### config.mk
export PLATFORM = sky130hd
export DESIGN_NAME = fifo_flex
export DESIGN_NICKNAME = d
export VERILOG_FILES = /design/src/rtl/fifo_flex.sv
export SDC_FILE = /design/constraint.sdc
export NUM_CORES = 1
export LEC_CHECK = 0
export BUFFER_PORTS_ARGS = -buffer_cell sky130_fd_sc_hd__buf_4
export CAP_MARGIN = 20
export CORE_ASPECT_RATIO = 0.5
export CORE_MARGIN = 8
export CORE_UTILIZATION = 60
export DETAILED_ROUTE_END_ITERATION = 16
export PLACE_DENSITY = 0.8
export SLEW_MARGIN = 20
export SYNTH_ARGS = -nofsm -noshare
export SYNTH_HDL_FRONTEND = slang
export SYNTH_SLANG_ARGS = --single-unit
### constraint.sdc
create_clock -name clk -period 3.87 [get_ports clk]
set_clock_uncertainty 0.1 [all_clocks]
set_input_delay 0.774 -clock clk [delete_from_list [all_inputs] [get_ports clk]]
set_output_delay 0.774 -clock clk [all_outputs]
set_load 0.01 [all_outputs]
### src/rtl/fifo_flex.sv
// Single-clock FIFO with selectable standard/FWFT read, almost thresholds,
// occupancy count and sticky overflow/underflow flags cleared by clr_err.
module fifo_flex #(
  parameter int DATA_WIDTH = 8,
  parameter int DEPTH      = 16,
  parameter bit FWFT       = 1'b0,
  parameter int AF_LEVEL   = DEPTH - 2,
  parameter int AE_LEVEL   = 2
) (
  input  logic                         clk,
  input  logic                         rst_,
  input  logic                         wr_en,
  input  logic                         rd_en,
  input  logic [DATA_WIDTH-1:0]        din,
  input  logic                         clr_err,
  output logic [DATA_WIDTH-1:0]        dout,
  output logic                         full,
  output logic                         empty,
  output logic                         almost_full,
  output logic                         almost_empty,
  output logic [$clog2(DEPTH+1)-1:0]   count,
  output logic                         overflow,
  output logic                         underflow
);

  localparam int PW = $clog2(DEPTH);
  localparam int CW = $clog2(DEPTH + 1);

  logic [DATA_WIDTH-1:0] mem_q [DEPTH];
  logic [PW-1:0]         wr_ptr_q, wr_ptr_d;
  logic [PW-1:0]         rd_ptr_q, rd_ptr_d;
  logic [CW-1:0]         count_q, count_d;
  logic                  overflow_q, overflow_d;
  logic                  underflow_q, underflow_d;
  logic                  wr_acc, rd_acc;

  // Flags decode the registered count, so they lag an operation by one cycle.
  assign full         = (count_q == CW'(DEPTH));
  assign empty        = (count_q == '0);
  assign almost_full  = (count_q >= CW'(AF_LEVEL));
  assign almost_empty = (count_q <= CW'(AE_LEVEL));
  assign count        = count_q;
  assign overflow     = overflow_q;
  assign underflow    = underflow_q;

  assign wr_acc = wr_en & (~full | rd_en);
  assign rd_acc = rd_en & ~empty;

  always_comb begin
    wr_ptr_d    = wr_ptr_q;
    rd_ptr_d    = rd_ptr_q;
    count_d     = count_q;
    overflow_d  = overflow_q;
    underflow_d = underflow_q;

    if (wr_acc) wr_ptr_d = (wr_ptr_q == PW'(DEPTH - 1)) ? '0 : wr_ptr_q + PW'(1);
    if (rd_acc) rd_ptr_d = (rd_ptr_q == PW'(DEPTH - 1)) ? '0 : rd_ptr_q + PW'(1);

    case ({wr_acc, rd_acc})
      2'b10:   count_d = count_q + CW'(1);
      2'b01:   count_d = count_q - CW'(1);
      default: count_d = count_q;
    endcase

    // A fresh error event outranks a clear in the same cycle.
    if (wr_en & full & ~rd_en) overflow_d = 1'b1;
    else if (clr_err)          overflow_d = 1'b0;

    if (rd_en & empty)         underflow_d = 1'b1;
    else if (clr_err)          underflow_d = 1'b0;
  end

  always_ff @(posedge clk) begin
    if (rst_) begin
      wr_ptr_q    <= '0;
      rd_ptr_q    <= '0;
      count_q     <= '0;
      overflow_q  <= 1'b0;
      underflow_q <= 1'b0;
    end else begin
      wr_ptr_q    <= wr_ptr_d;
      rd_ptr_q    <= rd_ptr_d;
      count_q     <= count_d;
      overflow_q  <= overflow_d;
      underflow_q <= underflow_d;
    end
  end

  always_ff @(posedge clk) begin
    if (!rst_ && wr_acc) mem_q[wr_ptr_q] <= din;
  end

  if (FWFT) begin : g_fwft
    assign dout = empty ? '0 : mem_q[rd_ptr_q];
  end else begin : g_std
    logic [DATA_WIDTH-1:0] dout_q;
    always_ff @(posedge clk) begin
      if (rst_)        dout_q <= '0;
      else if (rd_acc) dout_q <= mem_q[rd_ptr_q];
    end
    assign dout = dout_q;
  end

endmodule

# Word-level counts from Yosys, hierarchy flattened
# Memory sizes are Yosys's and may differ from the RTL's. A register that Yosys moved wholly into a read port is not among the register bits.
# Index checks and enable logic that the tools add are counted.
# classes
add_sub_neg	4
n_lt_le_gt_ge	2
n_eq_ne	5
mux	8
bitwise_logic	9
n_reduce_logical	6
# ops
operator	count
case mux 5 bit (2 select lines)	1
adder 4 x 1 -> 4 bit (second input constant)	2
== test 4 bit (second input constant)	2
two-way mux 4 bit	2
nonzero test 2 bit	3
adder 5 x 1 -> 5 bit (second input constant)	1
AND 1 bit	5
== test 5 bit (second input constant)	1
greater-or-equal comparator 5 x 4 -> 1 bit (second input constant)	1
less-or-equal comparator 5 x 2 -> 1 bit (second input constant)	1
logical NOT 5 bit	1
two-way mux 1 bit	5
subtractor 5 x 1 -> 5 bit (second input constant)	1
NOT 1 bit	3
== test 2 x 1 -> 1 bit (second input constant)	1
== test 2 bit (second input constant)	1
logical AND 1 bit	1
logical NOT 1 bit	1
OR 1 bit	1
# totals
register_bits	15
ram_bits	128
in_bits	13
output_inout_bits	19
wordCells	40
mem_count	1
# memory_table
memory	words	width	read_ports	rd_clocked_by_memory_dff	write_ports	line_no	text
mem_q	16	8	1	1	1	29	logic [DATA_WIDTH-1:0] mem_q [DEPTH];

# Longest topological paths before layout
# logic_depth
ltp_word	7
mapped_depth	12
ltp_nobuf	11

# Worst setup path after synthesis
# OpenSTA, ideal clock, no wires.
# synth_path
kind	register to register
start	reg count_q[0] (netlist: count[0])
end	reg count_q[4] (netlist: count[4])
setup_time_ns	0.121
arrival_ns	3.063
required_time_ns	3.649
setup_slack_ns	0.587
path_stages_with_launch	12
path_buffers	1
synth_period_minus_slack_ns	3.283
path_cell_list	dfxtp_1 > or4_1 > buf_2 > o31ai_4 > ha_1 > inv_1 > fa_1 > nor2b_1 > o21ai_0 > nand3_1 > or3b_2 > mux2_2
# synth_via
elab_chain_len	6
word_cells_on_any_way	13
cone_classes	add/sub (2); eq/ne (3); mux (1); bitwise (5); reduce/logical (2)
# synth_rtl
element	line_no	text
from (decl)	32	logic [CW-1:0] count_q, count_d;
from (signal assigned)	83	count_q <= count_d;
== test 5 bit	38	assign full = (count_q == CW'(DEPTH));
NOT 1 bit	46	assign wr_acc = wr_en & (~full | rd_en);
OR 1 bit	46	
AND 1 bit	46	
== test 2 x 1 -> 1 bit / == test 2 bit (equally long branches)	59	case ({wr_acc, rd_acc})
case mux 5 bit (2 select lines) / nonzero test 2 bit (equally long branches)	n/a	
# Parallel ways exist; a longest one is shown, timed or not.
# A chain may end at the register's enable or synchronous reset.

# Final worst setup path
# Same ends and word-level chain as after synthesis.

==> flow_summary.json <==
{
  "ys.flop_type": "edfxtp_1",
  "worst_path_largest_cell_delay_ns": 0.69,
  "r2r-start": "count[0]$_SDFFE_PP0P_",
  "die_y_um": 87.02,
  "crit_path_max_fanout": 8,
  "grt_max_degree": 37,
  "grt-ovfl-total": 0,
  "routed_via_density": 6.069,
  "grt_pass1_vias": 3373,
  "initial_core_util_pct": 60.40,
  "cts_resized": 0,
  "rsz0062_at_grt": "false",
  "synthArstFlopShare_pct": 0,
  "nets": 404,
  "numClockSinks": 151,
  "crit_type": "reg -> reg",
  "dp_hpwl_um": 7806,
  "required_ns": 4.08,
  "synth_nets": 366,
  "slowest_stage": "or4_1",
  "place_ws_ns": 0.2392,
  "setup_tns_ns": 0,
  "vias": 3241,
  "hp-class": "reg -> reg",
  "ys_seq_area_share_pct": 71.12,
  "dp_cells": 502,
  "setup_viol": 0,
  "io_pins": 32,
  "cts_tree": "done",
  "yosysMostFrequentCell": "edfxtp_1",
  "synth_area_leaders": "edfxtp_1, mux4_2, dfxtp_1",
  "crit_chain": "or4_1 > o31ai_4 > ha_1 > inv_1 > fa_1 > nor2b_1 > o21ai_0 > nand3_1 > or3b_2 > mux2_2",
  "first_iter_violations": 372,
  "cp.arrival_ns": 3.85,
  "power_density_mw_per_mm2": 629.2,
  "root_buffer": "clkbuf_16",
  "worstRegToRegCells": 10,
  "wire_per_inst_um": 23.53,
  "fin_cells": 534,
  "fmax_mhz": 274.3,
  "gp_congestion": 0.7978,
  "ys_ff_latch": 151,
  "clkLatencyLatePin_ns": 0.42,
  "hold_ws_ns": 0.4266,
  "core_area_mm2": 0.01002,
  "synth_commonest_cells": "edfxtp_1, mux4_2, nor2_1",
  "cts_buffers": 17,
  "min_period_ns": 3.645,
  "antenna_found_initial": 0,
  "synthCells": 343,
  "cp-start-kind": "register",
  "fp.dieArea_mm2": 0.01375,
  "period_share_pct": 94.19,
  "min_from": "dout[6]$_SDFFE_PP0P_",
  "ys_types": 35,
  "antenna_cells": 0,
  "holdPathStages": 2,
  "cts_setup_buffers": 0,
  "vdd_drop_max_v": 0.0003914,
  "final.setup.worst_slack_ns": 0.2247,
  "drv_cap": 0,
  "drv_slew": 0,
  "status": "finished clean",
  "cts_buffer_depth": 2,
  "htree_levels": 4,
  "gr-usage-all-layers_pct": 19.53,
  "path_clk_slew_ns": 0.06,
  "ant_nets": 0,
  "std_cell_rows": 26,
  "power.total_mw": 4.410,
  "yosysTopAreaCellShare_pct": 63.51,
  "reg2reg_slack_ns": 0.22,
  "synth_area_mm2": 0.006052,
  "hold_end": "dout[6]$_SDFFE_PP0P_",
  "drtPass1Iterations": 6,
  "max_slew_margin_pct": 35.05,
  "area_delta_synth_final_pct": 15.82,
  "numPortBuffers": 31,
  "grt_pass1_wl_um": 19300,
  "die_w_um": 158.0,
  "yosys_warnings": 0,
  "synth_top_area_cell": "edfxtp_1",
  "avgSynthCellArea_um2": 17.64,
  "drive_gt1_share_pct": 27.16,
  "totalWireLength_um": 12560,
  "holdBufCountCts": 0,
  "synth_edf_count": 128,
  "drc": 0,
  "cp-end-kind": "register",
  "worstReg2RegEnd": "count[4]$_SDFFE_PP0P_",
  "hold_viol_final": 0,
  "worstMarginPinSlew_ns": 0.9707,
  "leakage_nw": 2.317
}
## how the worst max path moves through the flow
stage                     cells after the start  slack [ns]                     to             startpoint
after floorplan                              11        0.59  count[4]$_SDFFE_PP0P_  count[0]$_SDFFE_PP0P_
after global placement                       10        0.47  count[4]$_SDFFE_PP0P_  count[0]$_SDFFE_PP0P_
after detailed placement                     10        0.24  count[4]$_SDFFE_PP0P_  count[0]$_SDFFE_PP0P_
after CTS                                    10        0.21  count[4]$_SDFFE_PP0P_  count[0]$_SDFFE_PP0P_
after global routing                         10        0.07  count[4]$_SDFFE_PP0P_  count[0]$_SDFFE_PP0P_
final                                        10        0.22  count[4]$_SDFFE_PP0P_  count[0]$_SDFFE_PP0P_
## final cells by class
class                           instances  area [um2]
Multi-Input combinational cell        163        1630
Clock buffer                           19       432.9
Sequential cell                       151        4307
Timing Repair Buffer                   38       285.3
Inverter                               10       37.54
Fill cell                             629        3010
Clock inverter                         13       141.4
Tap cell                              140       175.2
## kinds of logic (layout without fill, tap and decap cells)
| kind of cell | after synthesis | count (layout) | share of synthesized area [%] |
|---|---|---|---|
| multiplexers | 51 | 51 | 15.07 |
| XOR/XNOR | 4 | 4 | 0.5790 |
| AND/OR/NAND/NOR | 71 | 71 | 5.644 |
| flip-flops | 151 | 151 | 71.12 |
| buffers and inverters | 29 | 80 | 1.943 |
| adder cells (fa/ha/maj) | 10 | 10 | 2.191 |
| AO/OA/AOI/OAI | 27 | 27 | 3.453 |
## metal layers
layer | GRT usage [%] | share of wire [%] | up-vias
met5 | 0 | 0 | -
met4 | 7.222 | 1.6 | 0
met3 | 6.040 | 6.5 | 22
met2 | 31.78 | 50 | 125
met1 | 24.46 | 42 | 1664
li1 | - | - | 1430
## worst max-delay path: cells and delay by family (launching register included)
family	cells	cell delay, ns
AO/OA/AOI/OAI	2	0.54
adder cells (fa/ha/maj)	2	0.72
buffers and inverters	1	0.12
flip-flops	1	0.36
multiplexers	1	0.28
AND/OR/NAND/NOR	4	1.41
## state kept, by name, indices dropped and copies added, names as in the netlist
signal,cells
overflow,1
wr_ptr_q,4
rd_ptr_q,4
count,5
dout,8
mem_q,128
underflow,1
## power breakdown
group | switching (mW) | total (mW) | leakage [nW] | internal, mW
combinational | 0.458 | 0.855 | 0.695 | 0.397
clock | 0.660 | 1.62 | 0.280 | 0.956
sequential | 0.0965 | 1.94 | 1.34 | 1.84
## through the flow
stage               cell area, um2  utilization, %
floorplan                     6052               -
global placement              6435           64.22
detailed placement            6435           64.22
CTS                           7009           69.96
global route                  7009           69.96
finish                        7009           69.96
## cells in the final DEF (no fill, tap or decap), types with 2 or more instances in the layout
master	n
nand2_1	11
a21oi_1	9
dfxtp_1	21
edfxtp_1	128
nand3_1	3
inv_1	10
mux4_2	32
inv_6	4
clkbuf_1	2
o221ai_1	8
nand3b_1	8
clkinv_2	4
nand2b_1	2
mux2i_1	18
xor2_1	2
dfxtp_2	2
nor3_1	10
buf_4	38
a22oi_1	2
clkinvlp_4	2
bufinv_16	2
xnor2_1	2
ha_1	9
nor2b_1	2
nor2_1	31
clkbuf_16	17
No activity file was read; power rests on OpenSTA's default activity.
